**config.mk**
```make
export PLATFORM = sky130hd
export DESIGN_NAME = avalon_multiport_controller
export DESIGN_NICKNAME = d
export VERILOG_FILES = /design/src/rtl/avalon_multiport_controller.sv
export SDC_FILE = /design/constraint.sdc
export NUM_CORES = 1
export LEC_CHECK = 0
export CAP_MARGIN = 25
export CORE_AREA = 2 2 122 124
export DETAILED_ROUTE_END_ITERATION = 7
export DIE_AREA = 0 0 124 126
export GPL_TIMING_DRIVEN = 1
export HOLD_SLACK_MARGIN = 0.08
export PLACE_DENSITY = 0.86
export SLEW_MARGIN = 20
export SYNTH_ARGS = -nofsm -noshare
export SYNTH_HDL_FRONTEND = slang
export SYNTH_SLANG_ARGS = --single-unit
```
**constraint.sdc**
```tcl
create_clock -name clk -period 1.41 [get_ports clk]
set_input_delay 0.2115 -clock clk [delete_from_list [all_inputs] [get_ports clk]]
set_output_delay 0.2115 -clock clk [all_outputs]
set_load 0.01 [all_outputs]
```
**src/rtl/avalon_multiport_controller.sv**
```systemverilog
// Avalon-MM master arbitrating NUM_PORTS request/done ports onto one bus.
// Fixed-priority or round-robin grant, optional waitrequest timeout abort.
module avalon_multiport_controller #(
  parameter int NUM_PORTS  = 2,
  parameter int ADDR_WIDTH = 32,
  parameter int DATA_WIDTH = 32,
  parameter int ARB_MODE   = 0,
  parameter int MAX_WAIT   = 0
) (
  input  logic                              clk,
  input  logic                              reset,
  input  logic [NUM_PORTS-1:0]              port_read,
  input  logic [NUM_PORTS-1:0]              port_write,
  input  logic [NUM_PORTS*ADDR_WIDTH-1:0]   port_address,
  input  logic [NUM_PORTS*DATA_WIDTH-1:0]   port_writedata,
  input  logic [NUM_PORTS*DATA_WIDTH/8-1:0] port_byteenable,
  output logic [DATA_WIDTH-1:0]             port_readdata,
  output logic [NUM_PORTS-1:0]              port_done,
  output logic [NUM_PORTS-1:0]              port_stall,
  output logic [ADDR_WIDTH-1:0]             av_address,
  output logic                              av_read,
  output logic                              av_write,
  output logic [DATA_WIDTH-1:0]             av_writedata,
  output logic [DATA_WIDTH/8-1:0]           av_byteenable,
  input  logic                              av_waitrequest,
  input  logic [DATA_WIDTH-1:0]             av_readdata,
  output logic                              busy,
  output logic                              timeout_error
);
  localparam int BW = DATA_WIDTH / 8;
  localparam int PW = (NUM_PORTS > 1) ? $clog2(NUM_PORTS) : 1;
  localparam int CW = (MAX_WAIT > 1) ? $clog2(MAX_WAIT) : 1;
  localparam logic [CW-1:0] CNT_LAST = CW'((MAX_WAIT > 0) ? MAX_WAIT - 1 : 0);

  typedef enum logic [1:0] {IDLE, ACCESS, DONE} state_t;

  state_t                 state_q, state_d;
  logic [PW-1:0]          grant_q, grant_d;
  logic [PW-1:0]          rr_ptr_q, rr_ptr_d;
  logic [CW-1:0]          wait_cnt_q, wait_cnt_d;
  logic [ADDR_WIDTH-1:0]  addr_q, addr_d;
  logic [DATA_WIDTH-1:0]  wdata_q, wdata_d;
  logic [BW-1:0]          be_q, be_d;
  logic                   rd_q, rd_d;
  logic                   wr_q, wr_d;
  logic [DATA_WIDTH-1:0]  rdata_q, rdata_d;
  logic [NUM_PORTS-1:0]   done_q, done_d;
  logic                   terr_q, terr_d;

  logic [NUM_PORTS-1:0]   req;
  logic [PW-1:0]          win;
  logic                   found;

  assign req = port_read | port_write;

  // Round robin: first pass above the pointer, second pass wraps from 0.
  always_comb begin
    win   = '0;
    found = 1'b0;
    for (int i = 0; i < NUM_PORTS; i++) begin
      if (!found && req[i] &&
          (ARB_MODE == 0 || i > int'(rr_ptr_q))) begin
        found = 1'b1;
        win   = PW'(i);
      end
    end
    for (int i = 0; i < NUM_PORTS; i++) begin
      if (!found && req[i]) begin
        found = 1'b1;
        win   = PW'(i);
      end
    end
  end

  always_comb begin
    state_d    = state_q;
    grant_d    = grant_q;
    rr_ptr_d   = rr_ptr_q;
    wait_cnt_d = wait_cnt_q;
    addr_d     = addr_q;
    wdata_d    = wdata_q;
    be_d       = be_q;
    rd_d       = rd_q;
    wr_d       = wr_q;
    rdata_d    = rdata_q;
    done_d     = '0;
    terr_d     = terr_q;
    unique case (state_q)
      IDLE: begin
        if (found) begin
          state_d    = ACCESS;
          grant_d    = win;
          wait_cnt_d = '0;
          if (ARB_MODE == 1) rr_ptr_d = win;
          for (int i = 0; i < NUM_PORTS; i++) begin
            if (PW'(i) == win) begin
              addr_d  = port_address[i*ADDR_WIDTH +: ADDR_WIDTH];
              wdata_d = port_writedata[i*DATA_WIDTH +: DATA_WIDTH];
              be_d    = port_byteenable[i*BW +: BW];
              wr_d    = port_write[i];
              rd_d    = ~port_write[i];
            end
          end
        end
      end
      ACCESS: begin
        if (!av_waitrequest) begin
          if (rd_q) rdata_d = av_readdata;
          rd_d    = 1'b0;
          wr_d    = 1'b0;
          state_d = DONE;
          for (int i = 0; i < NUM_PORTS; i++)
            done_d[i] = (PW'(i) == grant_q);
        end else if (MAX_WAIT > 0 && wait_cnt_q == CNT_LAST) begin
          rdata_d = '0;
          rd_d    = 1'b0;
          wr_d    = 1'b0;
          terr_d  = 1'b1;
          state_d = DONE;
          for (int i = 0; i < NUM_PORTS; i++)
            done_d[i] = (PW'(i) == grant_q);
        end else if (MAX_WAIT > 0) begin
          wait_cnt_d = wait_cnt_q + 1'b1;
        end
      end
      DONE:    state_d = IDLE;
      default: state_d = IDLE;
    endcase
  end

  always_ff @(posedge clk) begin
    if (reset) begin
      state_q    <= IDLE;
      grant_q    <= '0;
      rr_ptr_q   <= PW'(NUM_PORTS - 1);
      wait_cnt_q <= '0;
      addr_q     <= '0;
      wdata_q    <= '0;
      be_q       <= '0;
      rd_q       <= 1'b0;
      wr_q       <= 1'b0;
      rdata_q    <= '0;
      done_q     <= '0;
      terr_q     <= 1'b0;
    end else begin
      state_q    <= state_d;
      grant_q    <= grant_d;
      rr_ptr_q   <= rr_ptr_d;
      wait_cnt_q <= wait_cnt_d;
      addr_q     <= addr_d;
      wdata_q    <= wdata_d;
      be_q       <= be_d;
      rd_q       <= rd_d;
      wr_q       <= wr_d;
      rdata_q    <= rdata_d;
      done_q     <= done_d;
      terr_q     <= terr_d;
    end
  end

  assign av_address    = addr_q;
  assign av_writedata  = wdata_q;
  assign av_byteenable = be_q;
  assign av_read       = rd_q;
  assign av_write      = wr_q;
  assign port_readdata = rdata_q;
  assign port_done     = done_q;
  assign port_stall    = req & ~done_q;
  assign busy          = (state_q != IDLE);
  assign timeout_error = terr_q;

endmodule

```
# Word level (Yosys, flattened, before mapping)
# Index checks and enable logic that the tools add are counted.
# word_totals
register_bits,107
in_bits,175
wordCells,54
# classes
n_eq_ne,3
mux,20
n_bitwise,8
reduce_logical,14
# op_table
op,count
32-bit two-way mux,2
1-bit two-way mux,12
3-bit AND reduction,2
1-bit NOT,5
2-bit two-way mux,2
4-bit two-way mux,1
"2-bit inequality test, second input constant",2
1-bit case mux with 2 select lines,2
2-bit case mux with 2 select lines,1
2-bit AND reduction,2
2-bit nonzero test,2
1-bit logical AND,3
1-bit logical NOT,3
3-bit OR reduction,1
2-bit AND,1
"2-bit by 1-bit == test with 1-bit output, second input constant",1
2-bit logical NOT,1
2-bit NOT,1
2-bit OR,1

# Logic depth before layout (Yosys ltp)
# Gate-level depths: netlist (run 1).
# logic_depth
ltp_word,14
ltp_mapped,6
depth_no_buf,4

# Worst setup path after synthesis (run 1)
# OpenSTA, ideal clock, no wires.
# synth_timing
path_kind,reg2reg
startpoint,register state_q[1]
endpoint,register addr_q[0] (netlist: av_address[0])
arrival_ns,1.317
required_time_ns,1.268
path_slack_ns,-0.049
path_stages_with_launch,6
path_buffers,1
cell_sequence,dfxtp_1 -> nor2_2 -> inv_1 -> nor2_2 -> clkbuf_1 -> a311oi_1
# synth_via
elab_chain_len,2
# synth_lines
element,line,text
"start, declared",37,"state_t state_q, state_d;"
"start signal, assigned",146,state_q <= state_d;
2-bit logical NOT,88,unique case (state_q)
2-bit AND reduction (no source line),--,
"end signal, assigned",150,addr_q <= addr_d;
"end, declared",41,"logic [ADDR_WIDTH-1:0] addr_q, addr_d;"
# Every way passes these cells.
# A chain may end at the register's enable or synchronous reset.

# Worst setup path after layout (run 1)
# layout_timing
startpoint,input port_write[0]
endpoint,register wdata_q[26] (netlist: av_writedata[26])
# layout_via
elab_chain_len,12
# layout_lines
element,line,text
"start, declared",13,"input logic [NUM_PORTS-1:0] port_write,"
2-bit OR *,54,assign req = port_read | port_write;
1-bit two-way mux,61,if (!found && req[i] &&
1-bit logical NOT,61,
1-bit logical AND,61,
1-bit two-way mux,61,
1-bit logical NOT,68,if (!found && req[i]) begin
1-bit logical AND,68,
1-bit two-way mux,68,
1-bit logical NOT,68,
1-bit logical AND,68,
1-bit two-way mux,68,
32-bit two-way mux / 2-bit AND reduction (equally long branches),--,
"end signal, assigned",151,wdata_q <= wdata_d;
"end, declared",42,"logic [DATA_WIDTH-1:0] wdata_q, wdata_d;"
# Mark *: on every way between the ends. The rest lies on a longest branch, timed or not.

==> impl_metrics.ini, run 1 <==
[setup_path]
crit_path_max_fanout = 9
worstSetupPathType = in2reg
critPathArrivalTime_ns = 1.63
end_kind = flop
r2r_setup_slack_ns = 0.03
crit_chain = clkdlybuf4s15_1 -> or4_4 -> buf_12 -> buf_16 -> a21oi_2 -> a311oi_2
max_stage_delay_ns = 0.62
r2r-end = port_readdata[0]$_SDFFE_PP0P_
critPathTopFamily = simple AND/OR/NAND/NOR gates
path_buf_inv = 3
regToRegStartpoint = state_q[1]$_SDFFE_PP0P_
required_ns = 1.63
slowest_stage = or4_4
ff2ff_path_depth = 6
startpoint_type = input pin

[synth]
ys.flop_type = dfxtp_1
yosysUniqueCellTypes = 29
syn_nets = 754
yosys.area.top_type = dfxtp_1
synth_warnings = 0
synth_edf_count = 0
yosysMostFrequentCell = dfxtp_1
syn_avg_cell_area_um2 = 8.22
yosys.area.top_type_share = 0.450
async_reset_ff_frac = 0
syn_area_um2 = 4760
yosysSeqAreaShare = 0.450
synth.area.top_cells = dfxtp_1 45%, a311oi_1 13%, a21oi_1 9.9%
netlist_instances = 579
ys_ff_latch = 107
netlist_top_cells_count = 107 x dfxtp_1, 94 x a21oi_1, 69 x nand3_1

[grt]
grt_first_pass_wirelength_um = 29300
grt_antenna_before_repair = 0
globalRouteTotalUtil = 0.240
globalRoute.totalOverflow = 0
grt_start_max_net_pins = 72
grt_pass1_vias = 5515

[drt]
wl_per_cell_um = 19.9
vias = 5782
drtPass1Iterations = 4
drt_iter0_drc = 305
wirelength_um = 20700
remaining_drc_errors = 0
final_antenna_net_count = 0
vias_per_cell = 5.56

[placed_design]
preCtsSetupSlack_ns = -0.603
gp_congestion = 0.812
dp.final_hpwl_um = 12500
portBuffers = 281

[timing]
setup_viol_count_final = 0
setup_ws_ns = 0.00435
slew_viol_final = 0
hold_viol_final = 0
fin_crit_sh = 0.997
fin_crit_ns = 1.41
fin_skew_ns = 0.00809
holdWs_ns = 0.346
rsz0062_at_grt = true
max_freq_mhz = 711

[layout]
seqCellArea_um2 = 2150
multi_input_area_um2 = 2480
nFillCells = 1218
n_antenna_cell = 0
drive_above_1_share = 0.164
area_growth_pct = 81.8
nNetsFinal = 1026

[clock_network]
root_buffer = clkbuf_16
cts_made_buffers = 9
htreeDepth = 3
cts.sinks = 107
cts_tree = built
cts_buffer_depth = 2
cts_hold_buf = 0
clock_latency_ns = 0.35
clk_pin_slew_worst_paths_ns = 0.07

[min_path]
hold_depth = 2
min_from = reset
hp-class = in2reg
hold_end = state_q[1]$_SDFFE_PP0P_

[job]
drv_cap = 0

[floorplanning]
initial_core_util = 0.333
io_pins = 283
die-area_um2 = 15600
dieHeight_um = 126
coreArea_um2 = 14300
die_width_um = 124
row_count = 44

[power_and_ir_drop]
power_leakage_nw = 3.42
power.density_nw_per_um2 = 987
ir_drop_uv = 706

[run_status]
run_status = finished clean
==> sequential cells by signal, indices dropped and copies added (netlist names) <==
register and cells:
av_write 1, av_read 1, port_readdata 32, av_writedata 32
av_byteenable 4, state_q 2, grant_q 1, port_done 2
av_address 32
==> area by class of cell <==
type | instances | area share
clock buffer | 10 | 0.0276
timing repair buffer | 333 | 0.399
sequential | 107 | 0.248
clock inverter | 6 | 0.0110
inverter | 2 | 0.000867
tap | 184 | 0.0266
multi-input combinational | 398 | 0.287
==> timing repair <==
item / 4_1_cts / 5_1_grt
buffers inserted: 3 / 4
endpoints found under the setup margin: 178 / 80
pin swaps: 6 / 10
gates cloned: 5 / 6
resized for setup: 126 / 54
==> placed cells by master, fill, tap and decap left out, types with 22 or more instances in the layout <==
| master | count |
|---|---|
| a21oi_1 | 67 |
| a21oi_2 | 37 |
| a311oi_1 | 58 |
| buf_4 | 22 |
| clkdlybuf4s50_1 | 169 |
| dfxtp_1 | 105 |
| dlygate4sd2_1 | 106 |
| nand2_1 | 56 |
| nand3_1 | 69 |
| o21ai_0 | 66 |
==> per-stage QoR <==
step	power [W]	instances	area (um2)	utilization	setup TNS (ns)
2_1_floorplan	0.00434	579	4770	-	0
3_3_place_gp	0.00564	1006	7890	0.551	-44.28
3_5_place_dp	0.00568	1006	7890	0.551	-45.83
4_1_cts	0.00837	1030	8300	0.580	-0.0188
5_1_grt	0.00888	1040	8660	0.605	-0.375
6_report	0.00854	1040	8660	0.605	0
==> where the power goes <==
| part | total (W) | internal [W] | switching [W] |
|---|---|---|---|
| Clock | 0.00282 | 0.00163 | 0.00120 |
| Combinational | 0.00229 | 0.00122 | 0.00107 |
| Sequential | 0.00344 | 0.00328 | 0.000155 |
==> metal layers <==
layer / global-route usage / wire [um] / part of all wire
met5: 0 / 0 / 0
met4: 0.112 / 705 / 0.034
met3: 0.0611 / 1840 / 0.089
met2: 0.402 / 10100 / 0.49
met1: 0.285 / 8080 / 0.39
==> cells by family (layout without fill, tap and decap cells) <==
kind of cell,after synthesis,after routing,synth area share
AO/OA/AOI/OAI,244,244,0.320
other,1,1,0.000787
flip-flops,107,107,0.450
buffers and inverters,74,351,0.0772
AND/OR/NAND/NOR,153,153,0.152
==> worst max-delay path by stage <==
stage	from	end	slack (ns)	cells after the start
2_1_floorplan	state_q[1]$_SDFFE_PP0P_	av_address[0]$_SDFFE_PP0P_	0.03	5
3_3_place_gp	port_write[0]	av_byteenable[1]$_SDFFE_PP0P_	-0.58	6
3_5_place_dp	port_write[0]	av_writedata[9]$_SDFFE_PP0P_	-0.60	6
4_1_cts	state_q[1]$_SDFFE_PP0P_	port_readdata[0]$_SDFFE_PP0P_	-0.02	6
5_1_grt	state_q[1]$_SDFFE_PP0P_	port_readdata[6]$_SDFFE_PP0P_	-0.03	6
6_report	port_write[0]	av_writedata[26]$_SDFFE_PP0P_	0.004	6
No activity file was read; power rests on OpenSTA's default activity.
==> inputs of run 2 (changes only) <==
--- a/config.mk
+++ b/config.mk
@@ -12,3 +12,2 @@
 export GPL_TIMING_DRIVEN = 1
-export HOLD_SLACK_MARGIN = 0.08
 export PLACE_DENSITY = 0.86
==> constraint.sdc (replaced) <==
create_clock -name clk -period 1.41 [get_ports clk]
set_input_delay 0.282 -clock clk [delete_from_list [all_inputs] [get_ports clk]]
set_output_delay 0.282 -clock clk [all_outputs]
set_load 0.01 [all_outputs]
==> impl_metrics.ini, run 2 (same netlist as run 1, synthesis figures left out) <==
[drt]
drt_iter0_drc = 357
drtPass1Iterations = 5
vias_per_cell = 5.48
wirelength_um = 19900
final_antenna_net_count = 0
wl_per_cell_um = 19.0
vias = 5728
remaining_drc_errors = 0

[floorplanning]
io_pins = 283
die-area_um2 = 15600
initial_core_util = 0.333
dieHeight_um = 126
coreArea_um2 = 14300
row_count = 44
die_width_um = 124

[layout]
nFillCells = 1304
final_common_cell = clkdlybuf4s50_1
n_antenna_cell = 0
nNetsFinal = 1032
area_growth_pct = 79.4
drive_above_1_share = 0.133
final_cell_mix = 169 x clkdlybuf4s50_1, 104 x dfxtp_1, 104 x dlygate4sd2_1
final_util = 0.597

[placed_design]
gp_congestion = 0.791
portBuffers = 281
preCtsSetupSlack_ns = -0.709
dp.final_hpwl_um = 12700

[timing]
rsz0062_at_grt = true
setup_viol_count_final = 0
fin_skew_ns = 0.00804
fin_crit_sh = 0.980
slew_viol_final = 0
hold_viol_final = 0
fin_crit_ns = 1.38
setup_ws_ns = 0.0281
max_freq_mhz = 724

[power_and_ir_drop]
power.internal_w = 0.00582
switching_share = 0.289
ir_drop_uv = 572
pwr-share-seq = 0.419
power_frac_comb = 0.291
power.density_nw_per_um2 = 958
power_switching_w = 0.00236
power_leakage_nw = 3.42
p_clk_frac = 0.290
finalPower_w = 0.00818

[setup_path]
crit_start = state_q[1]$_SDFFE_PP0P_
critPathArrivalTime_ns = 1.64
end_kind = flop
regToRegStartpoint = state_q[1]$_SDFFE_PP0P_
startpoint_type = flop
required_ns = 1.66
worstSetupPathType = reg2reg
crit_path_max_fanout = 31

[run_status]
run_status = finished clean

[grt]
grt_antenna_before_repair = 0
grt_pass1_vias = 5495
grt_first_pass_wirelength_um = 29000
globalRoute.totalOverflow = 0
globalRouteTotalUtil = 0.240
grt_start_max_net_pins = 64

[clock_network]
clock_latency_ns = 0.35
htreeDepth = 3
cts_made_buffers = 9
cts.sinks = 107
cts_tree = built
clk_pin_slew_worst_paths_ns = 0.07
root_buffer = clkbuf_16
cts_buffer_depth = 2

[min_path]
min_from = reset
hp-class = in2reg

[job]
drv_cap = 0
==> run 2: cell types whose count changed in the layout (fill, tap and decap cells not counted), moves of 3 or more <==
| cell | change |
|---|---|
| clkdlybuf4s15_1 | -3 |
| a21oi_2 | -26 |
| nand2_2 | -9 |
| buf_4 | +5 |
| a21oi_1 | +26 |
| nand2_1 | +9 |
==> run 2: power groups by stage <==
stage               Clock (W)  Combinational [W]  Sequential [W]
detailed placement          0            0.00222         0.00350
global placement            0            0.00219         0.00349
global route          0.00256            0.00254         0.00346
floorplan                   0           0.000746         0.00360
CTS                   0.00244            0.00229         0.00343
finish                0.00237            0.00238         0.00343
==> run 2: timing repair <==
action                                  in CTS  in global routing
buffers inserted                             9                  1
resized for setup                          146                 19
endpoints found under the setup margin     179                 65
hold buffers                                 0                  0
pin swaps                                    9                  5
cloned                                       5                  3
==> run 2: worst max-delay path: stages (launching register included) <==
cell and delay, ns:
dfxtp_2 0.34, nor2_4 0.13, buf_4 0.18, buf_16 0.20
a21oi_1 0.13, a311oi_4 0.30
==> run 2: metal layers <==
| layer | vias to the layer above | global-route usage | wire length [um] | part of all wire |
|---|---|---|---|---|
| met1 | 2664 | 0.285 | 7940 | 0.40 |
| li1 | 2712 | - | - | - |
| met5 | - | 0 | 0 | 0 |
| met3 | 47 | 0.0684 | 1800 | 0.090 |
| met2 | 305 | 0.391 | 9510 | 0.48 |
| met4 | 0 | 0.124 | 635 | 0.032 |
==> run 2: final timing paths <==
kind	endpoint	slack, ns	cells past startpoint
hold / removal	av_writedata[28]$_SDFFE_PP0P_	0.38	3
setup / recovery	av_address[9]$_SDFFE_PP0P_	0.03	5
hold reg to reg	port_readdata[0]$_SDFFE_PP0P_	0.45	2
setup reg to reg	av_address[9]$_SDFFE_PP0P_	0.03	5
==> run 2: area by class of cell <==
type / instances / area [um2] / share of cell area
Clock buffer: 12 / 246 / 0.0289
Sequential cell: 107 / 2150 / 0.251
Inverter: 2 / 7.51 / 0.000879
Tap cell: 184 / 230 / 0.0269
Timing Repair Buffer: 339 / 3520 / 0.412
Clock inverter: 4 / 26.3 / 0.00308
Multi-Input combinational cell: 398 / 2370 / 0.277
==> run 2: stage by stage <==
step | instance area (um2) | hold WS [ns] | std cells | TNS [ns]
2_1_floorplan | 4780 | 0.407 | 579 | 0
3_3_place_gp | 7990 | 0.442 | 1015 | -51.64
3_5_place_dp | 7990 | 0.444 | 1015 | -55.79
4_1_cts | 8430 | 0.368 | 1044 | 0
5_1_grt | 8540 | 0.398 | 1046 | -0.0263
6_report | 8540 | 0.384 | 1046 | 0
==> edit 1 (flow settings as in run 1) <==
Register the output `timeout_error` once more, with the module's reset; this adds one clock of latency there. The other outputs are not delayed to match.
--- a/src/rtl/avalon_multiport_controller.sv
+++ b/src/rtl/avalon_multiport_controller.sv
@@ -168,5 +168,11 @@
   assign port_stall    = req & ~done_q;
   assign busy          = (state_q != IDLE);
-  assign timeout_error = terr_q;
+  always_ff @(posedge clk) begin
+    if (reset) begin
+      timeout_error <= '0;
+    end else begin
+      timeout_error <= terr_q;
+    end
+  end
 
 endmodule
Formal check against the unedited RTL: equivalent (Yosys induction, for registers that start in step).
==> edit 1 against run 1 <==
The run now ends with negative setup slack left. Final area decreased by 0.19%. Synthesized area about the same. Critical path depth unchanged. Sequential cell count unchanged. Routed wire length decreased by 6.7%. Combinational power decreased by 3%. Total power decreased by 2.9%. Worst setup slack got worse by 0.0054 ns.
==> edit 1: results (changes against run 1) <==
[status]
outcome = finished, violations left  ; was finished, final reports clean
violations = negative setup slack

[pwr]
worst_ir_drop_vdd_mv = 0.536  ; was 0.706 mV
internal_power_uw = 5960  ; was 6120 uW
power.static_leakage_uw = 0.00341  ; was 0.00342 uW

[worst_hold_path]
min_to = av_byteenable[3]  ; was state_q[1]

[place]
placement.setup.worst_slack_ns = -0.581  ; was -0.603 ns
hpwl_um = 12600  ; was 12500 um
dpl-instance-area_um2 = 7960  ; was 7890 um2
finalWeightedCongestion = 0.827  ; was 0.812

[detailed_routing]
routedLengthMet1_um = 7550  ; was 8080 um
vias = 5686  ; was 5782
wl_per_cell_um = 18.5  ; was 19.9 um
met2RoutedLength_um = 9190  ; was 10100 um
initialDrtViolationCount = 292  ; was 305
met3RoutedLength_um = 1950  ; was 1840 um

[layout]
final_layout_size_suffix_gt1_frac = 0.140  ; was 0.164
area.growth.synth_to_final_pct = 81.4  ; was 81.8%
regArea_um2 = 2140  ; was 2150 um2
layout.nonclk_buf_frac = 0.406  ; was 0.399
final.signal_buffer_count = 335  ; was 333
layout_filler_cell_count = 1275  ; was 1218
layout_clock_buffer_count = 13  ; was 10

[synth]
postSynthAreaPerCell_um2 = 8.23  ; was 8.22 um2
ys_seq_area_frac = 0.450  ; about the same
synthDistinctLibCells = 30  ; was 29

[timing]
worst_clock_skew_ns = 0.0102  ; was 0.00809 ns
tns_ns = -0.00105  ; was 0 ns
setup_violations = 1  ; was 0
hold-worst-slack_ns = 0.218  ; was 0.346 ns
setup_slack_ns = -0.00105  ; was 0.00435 ns

[setup_path]
setup.worst_path.end = av_address[2]  ; was av_writedata[26]
maximum_cell_stage_delay_along_the_critical_path_ns = 0.69  ; was 0.62 ns
crit_startpoint = port_read[0]  ; was port_write[0]
timing.rr.end = port_readdata[24]  ; was port_readdata[0]

[global_route]
globalRouteMet1Util = 0.275  ; was 0.285
pin_count_of_the_biggest_net_entering_global_routing = 54  ; was 72
met3_usage = 0.0702  ; was 0.0611
grtUsageMet2 = 0.388  ; was 0.402
via_count_of_the_first_global_routing_pass = 5431  ; was 5515
grt_pass1_wl_um = 28300  ; was 29300 um

[edit 1: power by group through the flow]
stage               clock network, uW  registers (uW)  logic, uW
floorplan                           0            3600        741
global placement                    0            3490       2180
detailed placement                  0            3500       2210
CTS                              2670            3430       2140
global route                     2790            3480       2380
finish                           2620            3450       2220
[edit 1: cell families (layout without fill, tap and decap cells)]
| family | count (synthesis) | in the layout | share of synthesized area |
|---|---|---|---|
| AO/OA/AOI/OAI | 244 | 244 | 0.320 |
| other | 1 | 1 | 0.000787 |
| AND/OR/NAND/NOR | 153 | 153 | 0.152 |
| buffers and inverters | 74 | 353 | 0.0777 |
| flip-flops | 107 | 107 | 0.450 |
[edit 1: what timing repair did]
item                                    in CTS  in global routing
gates resized for setup                    148                 27
buffers inserted                             7                  2
gates cloned                                 6                  3
pin swaps                                    4                  8
endpoints found under the setup margin     177                 37
hold buffers                                 0                  0
[edit 1: worst max-delay path: cells and delay by family]
family          cells  cell delay [ns]
compound gates      2             0.20
buf+inv             3             0.54
simple gates        1             0.69
==> edit 2 (settings of run 1) <==
Without the edit above. Change the parameter `NUM_PORTS` from 2 to 1.
--- a/src/rtl/avalon_multiport_controller.sv
+++ b/src/rtl/avalon_multiport_controller.sv
@@ -2,5 +2,5 @@
 // Fixed-priority or round-robin grant, optional waitrequest timeout abort.
 module avalon_multiport_controller #(
-  parameter int NUM_PORTS  = 2,
+  parameter int NUM_PORTS  = 1,
   parameter int ADDR_WIDTH = 32,
   parameter int DATA_WIDTH = 32,
Ports: changed (7 resized); port bits go from 283 to 211. No check against the original RTL was run, so the function may have changed too.
==> edit 2 against run 1 <==
Final area fell by 24%. Combinational power fell by 45%. Die area did not move. Global-route usage fell by 7.9 points. Sequential cell count fell by 2. Worst setup slack improved by 0.059 ns. Sequential share of layout area rose by 7.1 points. Via count fell by 29%. Maximum frequency rose by 4.4%. Synthesized area fell by 16%. Routed wire length fell by 38%. Total power fell by 15%.
==> edit 2: results (changes against run 1) <==
[setup_path]
critical-path-slowest-cell = sky130_fd_sc_hd__dfxtp_2  ; was sky130_fd_sc_hd__or4_4
cp_data_arrival_time_ns = 1.13  ; was 1.63 ns
timing.reg2reg.worst_path_depth = 5  ; was 6
maximum_cell_stage_delay_along_the_critical_path_ns = 0.34  ; was 0.62 ns
timing.rr.end = port_readdata[19]  ; was port_readdata[0]
worst-path-max-fanout = 3  ; was 9

[layout]
finish.net_count = 769  ; was 1026
layout_filler_cell_count = 1406  ; was 1218
multi_input_area_um2 = 1700  ; was 2480 um2

[synth]
synthesis.nets = 581  ; was 754
synthDistinctLibCells = 26  ; was 29
synth.cells.most_frequent = 105 x sky130_fd_sc_hd__dfxtp_1, 73 x sky130_fd_sc_hd__a21oi_1, 68 x sky130_fd_sc_hd__nand3_1, 68 x sky130_fd_sc_hd__o21ai_0, 56 x sky130_fd_sc_hd__nand2_1  ; was 107 x sky130_fd_sc_hd__dfxtp_1, 94 x sky130_fd_sc_hd__a21oi_1, 69 x sky130_fd_sc_hd__nand3_1, 68 x sky130_fd_sc_hd__a311oi_1, 66 x sky130_fd_sc_hd__o21ai_0
synth.area.top_cells = sky130_fd_sc_hd__dfxtp_1 52%, sky130_fd_sc_hd__a21oi_1 9.1%, sky130_fd_sc_hd__nand3_1 8.5%  ; was sky130_fd_sc_hd__dfxtp_1 45%, sky130_fd_sc_hd__a311oi_1 13%, sky130_fd_sc_hd__a21oi_1 9.9%
synth_compound_area_frac = 0.244  ; was 0.320

[place]
placement.setup.worst_slack_ns = -0.219  ; was -0.603 ns
placement.io_buffers = 209  ; was 281
hpwl_um = 8750  ; was 12500 um
dpl-instance-area_um2 = 6390  ; was 7890 um2
place_inst = 837  ; was 1006

[timing]
hold-worst-slack_ns = 0.242  ; was 0.346 ns
worst_clock_skew_ns = 0.00597  ; was 0.00809 ns

[global_route]
pin_count_of_the_biggest_net_entering_global_routing = 71  ; was 72
grt_pass1_wl_um = 20200  ; was 29300 um
via_count_of_the_first_global_routing_pass = 4034  ; was 5515
grt_util_all_layers = 0.161  ; was 0.240

[detailed_routing]
wl_um = 12700  ; was 20700 um
vias_per_cell = 4.82  ; was 5.56
vias = 4109  ; was 5782

[worst_hold_path]
min_to = port_readdata[10]  ; was state_q[1]

[pwr]
worst_ir_drop_vdd_mv = 0.644  ; was 0.706 mV

[status]
outcome = finished, final reports clean  ; unchanged

[edit 2: cell count changes after synthesis, moves of 2 or more]
cell | run 1 | this run
sky130_fd_sc_hd__a21oi_2 | 10 | 29
sky130_fd_sc_hd__a21oi_1 | 94 | 73
sky130_fd_sc_hd__o21ai_1 | 3 | 0
sky130_fd_sc_hd__dfxtp_1 | 107 | 105
sky130_fd_sc_hd__nor2_2 | 3 | 0
sky130_fd_sc_hd__nand2_1 | 65 | 56
sky130_fd_sc_hd__clkbuf_1 | 46 | 33
sky130_fd_sc_hd__nand2_2 | 0 | 10
sky130_fd_sc_hd__a311oi_1 | 68 | 0
sky130_fd_sc_hd__buf_2 | 15 | 9
sky130_fd_sc_hd__o21ai_0 | 66 | 68
sky130_fd_sc_hd__buf_6 | 8 | 2
[edit 2: power groups by stage]
stage / Combinational (uW) / Sequential (uW) / Clock (uW)
final: 1270 / 3220 / 2760
after global routing: 1400 / 3240 / 2950
after CTS: 1290 / 3230 / 2840
after detailed placement: 1400 / 3300 / 0
after global placement: 1390 / 3290 / 0
after floorplan: 474 / 3380 / 0
[edit 2: kinds of logic (layout without fill, tap and decap cells)]
kind of cell,Yosys count,after routing
buffers and inverters,53,246
AO/OA/AOI/OAI,173,173
other,1,1
AND/OR/NAND/NOR,144,144
flip-flops,105,105
[edit 2: worst max-delay path by stage]
stage,from,end,slack [ns],cells after the start
finish,state_q[1],busy,0.06,3
floorplan,state_q[0],av_read,0.21,3
global route,state_q[1],port_readdata[18],-0.004,5
detailed placement,port_read,port_stall,-0.22,4
global placement,port_read,port_stall,-0.22,4
CTS,state_q[1],busy,0.04,3
[edit 2: routing by layer]
| layer | vias to the layer above | wire length, um | GRT usage |
|---|---|---|---|
| met5 | - | 0 | 0 |
| met4 | 0 | 283 | 0.0654 |
| met3 | 22 | 1180 | 0.0575 |
| met2 | 156 | 6040 | 0.263 |
| met1 | 1917 | 5240 | 0.191 |
| li1 | 2014 | - | - |
[edit 2: layout make-up]
| class | count | share of cell area |
|---|---|---|
| clock buffers | 11 | 0.0383 |
| clock inverters | 5 | 0.0118 |
| inverters | 3 | 0.00171 |
| multi-input cells | 318 | 0.258 |
| flip-flops and latches | 105 | 0.319 |
| well taps | 184 | 0.0349 |
| repair buffers | 227 | 0.337 |
[edit 2: what timing repair did]
action | in CTS | in global routing
setup endpoints to repair | 105 | 16
setup buffers | 0 | 0
cloned | 0 | 0
endpoints found under the hold margin | 0 | 0
pin swaps | 0 | 0
gates resized for setup | 109 | 4
[edit 2: worst max-delay path: cells and delay by family, from the launching register on]
kind	cells	cell delay (ns)
DFF	1	0.34
buffers and inverters	2	0.31
and+or+nand+nor	1	0.14
